$ cat src/rtl/light_pen_capture.sv
// light_pen_capture: light-pen front-end producing one write strobe and the captured cell per pen touch
module light_pen_capture #(
  parameter int SYNC_STAGES    = 2,
  parameter int ALIGN_DELAY    = 3,
  parameter int FILTER_CYCLES  = 4,
  parameter int HOLDOFF_CYCLES = 16
) (
  input  logic       clk,
  input  logic       rst,
  input  logic       en,
  input  logic       pen_in,
  input  logic [7:0] scan_row,
  input  logic [7:0] scan_col,
  output logic       we,
  output logic [7:0] hit_row,
  output logic [7:0] hit_col,
  output logic       hit_valid,
  output logic       pen_active,
  output logic       err_onehot
);
  localparam int CW = $clog2(FILTER_CYCLES + 1);
  localparam int HW = $clog2(HOLDOFF_CYCLES + 1);
  typedef enum logic [1:0] {IDLE, QUAL, FIRE, HOLD} state_t;
  state_t state_q, state_d;
  logic [SYNC_STAGES-1:0] sync_q;
  logic [15:0] pos_q [ALIGN_DELAY];
  logic [CW-1:0] cnt_q, cnt_d;
  logic [HW-1:0] hold_q, hold_d;
  logic rel_q, rel_d;
  logic [7:0] hit_row_q, hit_col_q;
  logic hit_valid_q;
  logic pen_sync, qual, pos_ok, same, load;
  logic [15:0] pos_dly;
  assign pen_sync = sync_q[SYNC_STAGES-1];
  assign pos_dly = pos_q[ALIGN_DELAY-1];
  // qual stays true once saturated so a held pen re-qualifies after holdoff and hits the same-cell check
  assign qual = pen_sync && (cnt_q >= CW'(FILTER_CYCLES - 1));
  assign cnt_d = !pen_sync ? '0 : (cnt_q == CW'(FILTER_CYCLES)) ? cnt_q : cnt_q + CW'(1);
  assign pos_ok = (pos_dly[15:8] != 8'd0) && ((pos_dly[15:8] & (pos_dly[15:8] - 8'd1)) == 8'd0) &&
                  (pos_dly[7:0] != 8'd0) && ((pos_dly[7:0] & (pos_dly[7:0] - 8'd1)) == 8'd0);
  assign same = hit_valid_q && !rel_q && (pos_dly == {hit_row_q, hit_col_q});
  assign load = (state_d == FIRE);
  assign hold_d = (state_q == HOLD) ? hold_q + HW'(1) : '0;
  assign rel_d = !pen_sync || (rel_q && !load);
  assign hit_row = hit_row_q;
  assign hit_col = hit_col_q;
  assign hit_valid = hit_valid_q;
  assign pen_active = (cnt_q == CW'(FILTER_CYCLES));
  // free-running synchroniser and scan-position delay line
  always_ff @(posedge clk or posedge rst)
    if (rst) begin
      sync_q <= '0;
      for (int i = 0; i < ALIGN_DELAY; i++) pos_q[i] <= '0;
    end else begin
      sync_q <= {sync_q[SYNC_STAGES-2:0], pen_in};
      pos_q[0] <= {scan_row, scan_col};
      for (int i = 1; i < ALIGN_DELAY; i++) pos_q[i] <= pos_q[i-1];
    end
  // filter, holdoff, release tracking and captured hit; the hit is loaded on the edge into FIRE so it accompanies we
  always_ff @(posedge clk or posedge rst)
    if (rst) begin
      cnt_q <= '0;
      hold_q <= '0;
      rel_q <= 1'b0;
      hit_row_q <= '0;
      hit_col_q <= '0;
      hit_valid_q <= 1'b0;
    end else begin
      cnt_q <= cnt_d;
      hold_q <= hold_d;
      rel_q <= rel_d;
      if (load) {hit_row_q, hit_col_q, hit_valid_q} <= {pos_dly, 1'b1};
    end
  // state register
  always_ff @(posedge clk or posedge rst)
    if (rst) state_q <= IDLE;
    else state_q <= state_d;
  // next-state logic; en low always returns to IDLE
  always_comb begin
    state_d = !en ? IDLE :
              (state_q == IDLE) ? (pen_sync ? QUAL : IDLE) :
              (state_q == QUAL) ? (!pen_sync ? IDLE : !qual ? QUAL : (pos_ok && !same) ? FIRE : HOLD) :
              (state_q == FIRE) ? HOLD :
              (hold_q == HW'(HOLDOFF_CYCLES - 1)) ? IDLE : HOLD;
  end
  // strobe outputs
  always_comb begin
    we = (state_q == FIRE) && en;
    err_onehot = (state_q == QUAL) && en && qual && !pos_ok;
  end
endmodule

$ cat config.mk
export PLATFORM = sky130hd
export DESIGN_NAME = light_pen_capture
export DESIGN_NICKNAME = d
export VERILOG_FILES = /design/src/rtl/light_pen_capture.sv
export SDC_FILE = /design/constraint.sdc
export NUM_CORES = 1
export LEC_CHECK = 0
export BUFFER_PORTS_ARGS = -buffer_cell sky130_fd_sc_hd__buf_4
export CAP_MARGIN = 10
export CORE_ASPECT_RATIO = 2
export CORE_MARGIN = 4
export CORE_UTILIZATION = 45
export CTS_CLUSTER_SIZE = 24
export DETAILED_ROUTE_END_ITERATION = 6
export GPL_TIMING_DRIVEN = 0
export HOLD_SLACK_MARGIN = 0.02
export MAX_ROUTING_LAYER = met4
export PLACE_DENSITY = 0.64
export SETUP_SLACK_MARGIN = 0.2
export SLEW_MARGIN = 20
export SYNTH_ARGS = -nofsm -noshare
export SYNTH_HDL_FRONTEND = slang
export SYNTH_SLANG_ARGS = --single-unit
$ cat constraint.sdc
create_clock -name clk -period 2.9 [get_ports clk]
set_input_delay 0.58 -clock clk [delete_from_list [all_inputs] [get_ports clk]]
set_output_delay 0.58 -clock clk [all_outputs]
set_load 0.005 [all_outputs]
==> metrics list <==
- Of the total power, the share spent switching nets is between 20 and 25%.
- Per report_power, the clock group accounts for roughly 43% of the total.
- For this block, the routed nets add up to ~4700 µm of wire.
- First DRT Iteration DRCs: 55
- P_sw: between 0.5 and 0.6 mW
- After floorplanning, the core was sized to cover about 6100 µm².
* Setup clock skew after layout: 0.00394 ns
* Floorplan die area: between 7000 and 8000 µm²
* Worst Max-Slew Pin Slew: about 0.56 ns
- Total routing resource utilization after global routing: 13.9%
- After clock tree synthesis, the clock-pin slew on the worst setup and hold paths is about 0.06 ns.
- During placement, the flow inserted port buffers numbering 39.
- Sequential-to-total area share from yosys stat: between 60% and 70%
- Number of nets with antenna violations after detailed routing: 0
- TritonCTS built the clock tree.
- Share of power burned in combinational logic: just over 7%
- After routing the design area is 3660 µm².
- Num rows: 40
- Cells with a size suffix above 1 make up ~37% of the layout.
* Hold buffer count at cts: 0
- Dominant combinational cell family by area after synthesis: simple AND/OR/NAND/NOR gates
- Average vias per placed instance: roughly 4.9
* CTS H-tree depth: 3
- In the routed design, unresolved DRC markers number 0.
- Maximum number of pins on one net before global-route repair: 57
* First-pass iteration count of the detailed router: 4
- Simple-gate area share of the yosys netlist: under 10%
- Clk sink count: slightly below 80
- Top achievable clock speed: between 300 and 400 MHz
- The cell sitting at the root of the clock tree is a clkbuf_16.
* Vias in the first global route: between 1500 and 2000
* Area contributors post-synth: dfrtp_1, xnor2_1, mux2_4
- STA classifies the critical path startpoint as a flop.
- The synthesized netlist devotes between 5 and 6% of its cell area to XOR and XNOR gates.
- Final Wtd Congestion: around 0.75
* Crit Path Category: flop to primary output
- Number of synthesized register bits: slightly below 80
- The first global-routing pass estimated a little under 8000 µm of wire.
- Unique masters post-synth: 39
* Number of warning messages in the yosys log: 0
- Remaining global-route overflow: 0
* Detailed placement HPWL: ~3200 µm
- Vias: about 1600
- Placed Instance Area: between 3000 and 4000 µm²
- Capturing element type of the critical path: primary output
- In this run, flip-flops and latches consume 49.7% of the power.
- The tool flagged a number of max-cap violations equal to 0.
* CTS buffer count: 9
* Initial Util: between 40 and 50%
- Mux cell area share after synthesis: about 7.4%
- Area fraction in compound gates after synthesis: about 4.4%
- Internal power component: about 1.9 mW
- Min Clock Period, post-route: roughly 2.8 ns
* Finish-stage setup viols: 0
- Post-synthesis cell count: between 150 and 200
* Data arrival time at the worst-slack endpoint: around 2.2 ns
* Final Non-Filler Cells: 330
- Antenna violations before repair: 0
- Final period utilization: between 90% and 100%
* Classification of the worst-slack hold path: input pin to async pin
- In the final routed layout, each cell accounts on average for 14.2 µm.
- The number of nets in the synthesized netlist is 210.
* Worst path required time: 2.32 ns
* Mean Syn Cell Area: between 15 and 20 µm²
- Worst slack on hold paths: 0.220 ns
- Top cell type's share of synthesized area: 68.7%
- During I/O placement, the number of pins put on the boundary was 40.
* Maximum VDD drop: 0.562 mV
* Relative slew slack: around 62%
- The die is about 64 µm wide.
- The floorplan step set the die height to between 100 and 150 µm.
- The final-report hold violation count came to 0.
- Pwr per Cell Area: ~660 nW/µm²
- The analysis attributes to cell leakage a power of 1.72 nW.
* Highest fanout seen on the critical path: 3
- The synthesized netlist occupies a cell area of ~2800 µm².
- Setup repair after global routing could not meet its margin everywhere.
- Net count reported at finish: approximately 270
- From synthesis to final layout, the design area changed by 28.8%.
* Total inserted antenna cells: 0
* Pins Over Slew Limit: 0
- Number of buffers between clock root and the deepest sink: 2
* Library cell with the largest summed area after synthesis: dfrtp_1
* Outcome: complete, no violations
* Post-Synth Adder-Cell Area: 2.95%
* Placed Instances: ~310
- Clock insertion delay at the later pin of the skew report: ~0.32 ns
critical path: stages (launching register included):
cell     delay [ns]
dfrtp_1        0.37
or4_4          0.55
maj3_2         0.31
o31a_1         0.29
nor3_4         0.17
nor2b_1        0.08
buf_4          0.14
synthesized netlist by cell type, drive strengths merged:
| library cell | n |
|---|---|
| nand2 | 7 |
| or2 | 1 |
| mux2 | 16 |
| xor2 | 4 |
| and3 | 3 |
| ha | 5 |
| o22ai | 1 |
| o311ai | 1 |
| a31oi | 1 |
| or3 | 2 |
| and4b | 1 |
| buf | 2 |
| a21bo | 1 |
| and2 | 1 |
| a2111o | 2 |
| o21ai | 2 |
| nand3 | 2 |
| dfrtp | 78 |
| o41ai | 1 |
| nor2 | 5 |
| nor4b | 4 |
| nor4 | 2 |
| nand4 | 3 |
| o211ai | 1 |
| or4 | 2 |
| xnor2 | 15 |
| a211oi | 1 |
| nand3b | 1 |
| a21boi | 2 |
| maj3 | 2 |
| or2b | 1 |
| inv | 6 |
| nor3 | 2 |
| o31a | 1 |
| nor2b | 4 |
| a22oi | 2 |
power by group through the flow:
stage | clock network [mW] | logic, mW | registers (mW)
floorplan | 0 | 0.108 | 1.20
global placement | 0 | 0.156 | 1.21
detailed placement | 0 | 0.165 | 1.21
CTS | 1.07 | 0.171 | 1.19
global route | 1.12 | 0.195 | 1.20
finish | 1.03 | 0.172 | 1.19
state kept, by name, indices dropped and copies added (netlist names):
name,cells
pos_dly,16
rel_q,1
hit_row,8
sync_q,2
state_q,2
hold_q,5
hit_col,8
pos_q,32
cnt_q,3
hit_valid,1
per-layer routing:
metal	vias up	track usage (%)	share of wire, %
met4	0	9.80	3.5
met2	40	21.8	55
met5	-	-	0
met3	13	2.97	3.8
li1	758	-	-
met1	794	15.6	38
per-stage QoR:
step                      power [mW]  utilization (%)  setup slack, ns  TNS [ns]
after floorplan                 1.31                -            0.325         0
after global placement          1.36             53.5           -0.474    -36.57
after detailed placement        1.38             54.0            0.142         0
after CTS                       2.43             59.3          -0.0608   -0.0608
after global routing            2.51             60.4           0.0337         0
final                           2.40             60.4           0.0813         0
cell families after synthesis:
family / count (synthesis)
xor+xnor: 19
flops: 78
compound gates: 16
simple gates: 41
fa+ha+maj: 7
mux: 16
buf+inv: 8
cell usage in the layout (no fill, tap or decap), drive strengths merged:
cell type  count
mux2          16
clkinv         1
a22oi          2
xnor2         15
o211ai         1
o41ai          1
nor2           5
nand2          7
or2b           1
o22ai          1
o31a           1
a21boi         2
a31oi          1
and4b          1
o21ai          2
inv            6
and3           3
nor2b          4
or2            1
o311ai         1
buf           47
nor4           2
nand4          3
clkbuf        12
a211oi         1
a2111o         2
or4            2
xor2           4
dfrtp         78
or3            2
maj3           2
nand3          2
and2           1
ha             5
a21bo          1
nand3b         1
nor4b          4
nor3           2
clkinvlp       3
area by class of cell:
cell class	instances	area (µm²)
plain buffers	2	31.3
repair buffers	45	358
flip-flops and latches	78	1950
clock inverters	4	31.3
multi-input cells	99	897
fillers	470	2400
well taps	84	105
inverters	6	25.0
clock buffers	12	256
worst paths after layout:
path                            startpoint    endpoint  slack [ns]  cells past startpoint
min in group clk                 pos_q[44]   pos_q[28]        0.34                      0
worst max register to register  pos_dly[0]  hit_col[3]        0.25                      7
worst min register to register   pos_q[44]   pos_q[28]        0.34                      0
max in group asynchronous              rst  pos_dly[0]        2.12                      3
worst max-delay path            pos_dly[8]  err_onehot        0.08                      6
worst min-delay path                   rst  state_q[1]        0.22                      2
what timing repair did:
item / CTS / global route
pin swaps: 1 / 3
setup buffers: 3 / 2
gates resized for setup: 2 / 9
endpoints found under the hold margin: 0 / 0
setup endpoints to repair: 4 / 10
Note: power is estimated with default switching activity, not from simulation.
